**config.mk**
```make
export PLATFORM = sky130hd
export DESIGN_NAME = alu_logic_issue
export DESIGN_NICKNAME = d
export VERILOG_FILES = /design/src/rtl/alu_logic_issue.sv
export SDC_FILE = /design/constraint.sdc
export NUM_CORES = 1
export LEC_CHECK = 0
export CAP_MARGIN = 30
export CORE_MARGIN = 5
export CORE_UTILIZATION = 47
export DETAILED_ROUTE_END_ITERATION = 8
export GPL_TIMING_DRIVEN = 0
export HOLD_SLACK_MARGIN = 0.1
export PLACE_DENSITY_LB_ADDON = 0.25
export SYNTH_ARGS = -nofsm -noshare
export SYNTH_HDL_FRONTEND = slang
export SYNTH_SLANG_ARGS = --single-unit
```
**constraint.sdc**
```tcl
create_clock -name clk -period 2.25 [get_ports clk]
set_input_delay 0.675 -clock clk [delete_from_list [all_inputs] [get_ports clk]]
set_output_delay 0.675 -clock clk [all_outputs]
set_load 0.02 [all_outputs]
```
**src/rtl/alu_logic_issue.sv**
```systemverilog
// Command queue feeding an external logic unit (AND/OR).
// One registered result slot with valid/ready handshake on both sides.
module alu_logic_issue #(
  parameter int DEPTH = 4
) (
  input  logic                   clk,
  input  logic                   rst,
  input  logic                   in_valid,
  output logic                   in_ready,
  input  logic [3:0]             in_a,
  input  logic [3:0]             in_b,
  input  logic [1:0]             in_opcode,
  output logic [3:0]             lu_a,
  output logic [3:0]             lu_b,
  output logic [1:0]             lu_opcode,
  input  logic [3:0]             lu_y,
  output logic                   out_valid,
  input  logic                   out_ready,
  output logic [3:0]             out_y,
  output logic                   out_zero,
  output logic                   out_err,
  output logic [$clog2(DEPTH):0] count
);

  localparam int AW = $clog2(DEPTH);
  localparam int CW = AW + 1;
  localparam logic [CW-1:0] FULL = CW'(DEPTH);

  typedef struct packed {
    logic [3:0] a;
    logic [3:0] b;
    logic [1:0] op;
  } cmd_t;

  cmd_t          mem [DEPTH];
  cmd_t          head;
  logic [AW-1:0] wr_ptr;
  logic [AW-1:0] rd_ptr;
  logic          empty;
  logic          push;
  logic          issue;

  assign empty    = (count == '0);
  assign in_ready = (count < FULL);
  assign push     = in_valid && in_ready;
  assign issue    = !empty && (!out_valid || out_ready);
  assign head     = mem[rd_ptr];

  // Head is masked while empty so stale storage never leaks out.
  always_comb begin
    lu_a      = '0;
    lu_b      = '0;
    lu_opcode = '0;
    if (!empty) begin
      lu_a      = head.a;
      lu_b      = head.b;
      lu_opcode = head.op;
    end
  end

  always_ff @(posedge clk) begin
    if (push) begin
      mem[wr_ptr] <= '{a: in_a, b: in_b, op: in_opcode};
    end
  end

  always_ff @(posedge clk) begin
    if (rst) begin
      wr_ptr <= '0;
      rd_ptr <= '0;
      count  <= '0;
    end else begin
      if (push) begin
        wr_ptr <= wr_ptr + AW'(1);
      end
      if (issue) begin
        rd_ptr <= rd_ptr + AW'(1);
      end
      unique case ({push, issue})
        2'b10:   count <= count + CW'(1);
        2'b01:   count <= count - CW'(1);
        default: count <= count;
      endcase
    end
  end

  always_ff @(posedge clk) begin
    if (rst) begin
      out_valid <= 1'b0;
      out_y     <= '0;
      out_zero  <= 1'b0;
      out_err   <= 1'b0;
    end else if (issue) begin
      out_valid <= 1'b1;
      if (head.op[1]) begin
        out_y    <= lu_y;
        out_zero <= (lu_y == 4'b0000);
        out_err  <= 1'b0;
      end else begin
        out_y    <= '0;
        out_zero <= 1'b1;
        out_err  <= 1'b1;
      end
    end else if (out_valid && out_ready) begin
      out_valid <= 1'b0;
    end
  end

endmodule
```
Word-level counts from Yosys, hierarchy flattened
Memory sizes are Yosys's and may differ from the RTL's. A register that Yosys moved wholly into a read port is not among the register bits.
Index checks and enable logic that the tools add are counted.

cells by class
  $add $sub $neg = 4
  multipliers = 0
  div/mod/pow operators = 0
  magnitude comparators = 1
  equality and inequality tests = 2
  shifts and indexed selects = 0
  mux-type cells = 13
  bitwise logic cells = 0
  reduce and logical (&&, ||, !) cells = 10

operator list
  kind                 number
  $mux 4               3
  $mux 1               6
  $mux 2               3
  $pmux 3 s2           1
  $add 2x1->2 const B  2
  $logic_not 4->1      1
  $reduce_bool 2->1    2
  $add 3x1->3 const B  1
  $logic_and 1x1->1    3
  $logic_not 3->1      1
  $lt 3x3->1 const B   1
  $sub 3x1->3 const B  1
  $eq 2x1->1 const B   1
  $eq 2x2->1 const B   1
  $logic_not 1->1      2
  $logic_or 1x1->1     1

storage, ports and cells
  bits in registers = 14
  latch bits = 0
  memory bits (writable) = 40
  ROM bits = 0
  bits of input ports = 18
  memories = 1

memories
  memory  depth  bits a word  rd ports  clocked after memory_dff  wr ports  line  text
  mem     4      10           1         1                         1         35    cmd_t mem [DEPTH];

Longest topological paths before layout
  depth in word-level cells = 5
  gate-level depth with buffers = 9
  depth with buffers taken out = 8

Least setup slack after synthesis
No wires, ideal clock.

  path type = input-to-reg
  start point = input out_ready
  end point = register count[2]
  library setup time = 0.071 ns
  arrival time = 2.192 ns
  slack = -0.013 ns
  stages on the path = 8
  cell sequence = nor2b_1 -> nor2_1 -> ha_1 -> inv_1 -> fa_1 -> xor2_1 -> or3_1 -> a21oi_1

on the way
  cells in the longest elaborated chain, start to end = 4

ends and longest elaborated chain
  element                                                 line  text
  start: declaration                                      18    input logic out_ready,
  $logic_or 1x1->1 (*)                                    46    assign issue = !empty && (!out_valid || out_ready);
  $logic_and 1x1->1 (*)                                   46
  via issue                                               41    logic issue;
  $eq 2x1->1 / $eq 2x2->1 (equally long branches)         79    unique case ({push, issue})
  $pmux 3 s2 / $reduce_bool 2->1 (equally long branches)  -
  end signal: assignment                                  80    2'b10: count <= count + CW'(1);
  end signal: assignment                                  81    2'b01: count <= count - CW'(1);
  end signal: assignment                                  82    default: count <= count;
  end: declaration                                        22    output logic [$clog2(DEPTH):0] count

Mark *: on every way through the listed nets, which the timed path passes. The rest lies on a longest branch.
A chain may end at the register's enable or synchronous reset.

==> results.yml <==
run_status:
  outcome: "finished with violations"
  violations: "negative setup slack"
worst_setup_path:
  arrival_ps: 1620
  required_ps: 1570
  setup.worst_path.start_class: "flip-flop"
  crit_type: "flip-flop to output port"
  r2r_start: "count[2]"
  cp_slowest_stage_delay_ps: 510
  critPathCaptureType: "output port"
  crit_slowest_cell: "mux4_2"
  cp_max_fo: 5
  crit_chain: "buf_8, mux4_2, and2_4, buf_6"
synth:
  synth_warnings: 0
  synth_top_area_frac: 0.5243
  synth-edff-count: 40
  synth.cell_area_mm2: 0.002291
  seq_area_frac_synth: 0.6641
  synth_top_family_by_area: "multiplexers"
  synth-simple-area-share: 0.08356
  synthAdderAreaFrac: 0.03605
  netlist_top_cells_area: "edfxtp_1, dfxtp_1, mux4_1, and2_1, ha_1"
  synth-seq-cells: 56
  yosysTopAreaCell: "edfxtp_1"
  synth_flop_cell: "edfxtp_1"
  synth_cell_types: 30
  synth_xor_area_frac: 0.01147
  synth_nets: 170
  synthMuxAreaShare: 0.1174
  synth_compound_gate_area_share: 0.05680
  avgSynthCellArea_um2: 15.69
  synth_cells: 146
  async_flop_share: 0
route:
  first_iter_violations: 110
  wl_um: 4416
  ant_nets: 0
  viasPerCell: 5.233
  vias: 1371
  wire_per_inst_um: 16.85
  drc: 0
  dr.pass1.iters: 4
die:
  dieHeight_um: 79.82
  io_pins: 39
  core_mm2: 0.004723
  die_w_um: 79.82
  rows: 25
  initial_core_util: 0.4850
  dieArea_mm2: 0.006370
sta:
  fin_ws_ps: -46.26
  whs_ps: 483.5
  post-route-period-util: 1.021
  fmax_ghz: 0.4355
  slew_headroom: 0.6293
  finalSetupTns_ps: -246.5
  setup_violations: 10
  rsz0062_at_grt: "yes"
  fin_worst_skew_ps: 3.200
  hold_violations: 0
  layout_min_cycle_time_ps: 2296
  slew_viol_final: 0
  worst_slew_pin_slew_ps: 556.1
power_and_ir_drop:
  powerDensity_mw_per_mm2: 1311
  leakagePower_nw: 1.018
  irDropWorstVdd_mv: 0.7431
  power.total_w: 0.003850
clock_tree:
  clk_pin_slew_worst_paths_ps: 90
  htreeDepth: 2
  root_buffer: "clkbuf_8"
  clockBufferDepth: 2
  numCtsBuffers: 5
  cts_tree: "built"
  clock_sinks: 56
  postCtsHoldBufs: 0
  insertion_delay_ps: 300
layout:
  multiInputGateArea_um2: 720.7
  final_core_utilization: 0.6217
  final_common_cell: "edfxtp_1"
  drive_gt1_frac: 0.3026
  area_growth_pct: 28.18
  most-common-layout-cells: "edfxtp_1, clkdlybuf4s50_1, dfxtp_1"
  seqCellArea_mm2: 0.001523
  finalNetCount: 218
  fillers: 358
  diodes: 0
job:
  drv_cap: 0
place:
  portBuffers: 37
  dp_hpwl_um: 2917
  gp_congestion: 0.7747
global_routing:
  grt_max_degree: 18
  grt_pass1_vias: 1483
  grt_first_pass_wirelength_um: 7396
  track_usage: 0.1548
  antenna_found_initial: 0
  grt_overflow: 0
min_path:
  hp-class: "flip-flop to flip-flop"
  min-delay-start: "out_y[2]"
==> repair_timing <==
action                                 in CTS  in global routing
resized for setup                          94                  1
endpoints found under the hold margin       0                  0
setup endpoints to repair                  12                 10
pin swaps                                   6                  0
buffers inserted                            5                  0
cloned                                      1                  0
==> cell usage after synthesis, types with 2 or more instances <==
master,instances
edfxtp_1,40
dfxtp_1,16
and2_1,13
a21oi_1,11
mux4_1,9
inv_1,8
nor2_1,7
o21ai_0,6
clkbuf_1,5
ha_1,5
nand4_1,4
or3_1,3
xor2_1,2
==> worst max-delay path: cells and delay by family, from the launching register on <==
kind                   cells  cell delay, ps
muxes                      1             510
and+or+nand+nor            1             180
DFF                        1             370
buffers and inverters      2             260
==> cell type report <==
type                       count  area share
buffer                         6     0.01321
clock buffer                   5     0.02343
clock inverter                 3     0.01449
inverter                       8     0.01023
multi-input combinational     74      0.2454
sequential                    56      0.5185
tap                           67     0.02855
timing repair buffer          43      0.1461
==> layer usage <==
metal / global-route usage / part of all wire / vias up
met5: 0 / 0 / -
met4: 0.05743 / 0.014 / 0
met3: 0.03499 / 0.036 / 7
met2: 0.2730 / 0.56 / 38
met1: 0.1839 / 0.39 / 690
li1: - / - / 636
==> power breakdown <==
| part | leakage, nW | switching (W) | internal [W] |
|---|---|---|---|
| logic | 0.465 | 0.000872 | 0.000944 |
| registers | 0.498 | 0.000100 | 0.00129 |
| clock network | 0.0541 | 0.000317 | 0.000330 |
| total | 1.02 | 0.00129 | 0.00256 |
==> flip-flops by register name, summed over array words and instances, names as in the netlist, named ones only <==
register,flops
wr_ptr,2
mem,40
out_zero,1
out_err,1
count,3
out_valid,1
rd_ptr,2
out_y,4
==> logic make-up (layout without fill, tap and decap cells) <==
logic type | count (synthesis) | after routing
compound gates | 21 | 21
fa+ha+maj | 6 | 6
simple gates | 33 | 33
flops | 56 | 56
xor+xnor | 3 | 3
buf+inv | 16 | 65
mux | 11 | 11
==> per-stage QoR <==
| step | setup WS (ps) | std cells | cell area, um2 |
|---|---|---|---|
| floorplan | 11.08 | 146 | 2293 |
| global placement | -545.2 | 250 | 2748 |
| detailed placement | -648.7 | 250 | 2748 |
| CTS | -68.08 | 262 | 2933 |
| global route | -110.8 | 262 | 2937 |
| finish | -46.26 | 262 | 2937 |
==> final timing paths <==
check / end / cells after the start / slack [ps]
setup reg to reg: count[2] / 8 / 160
hold reg to reg: out_y[2] / 2 / 480
hold / removal: out_y[2] / 2 / 480
setup / recovery: lu_opcode[1] / 4 / -50
Power figures use the tool's default switching activity.
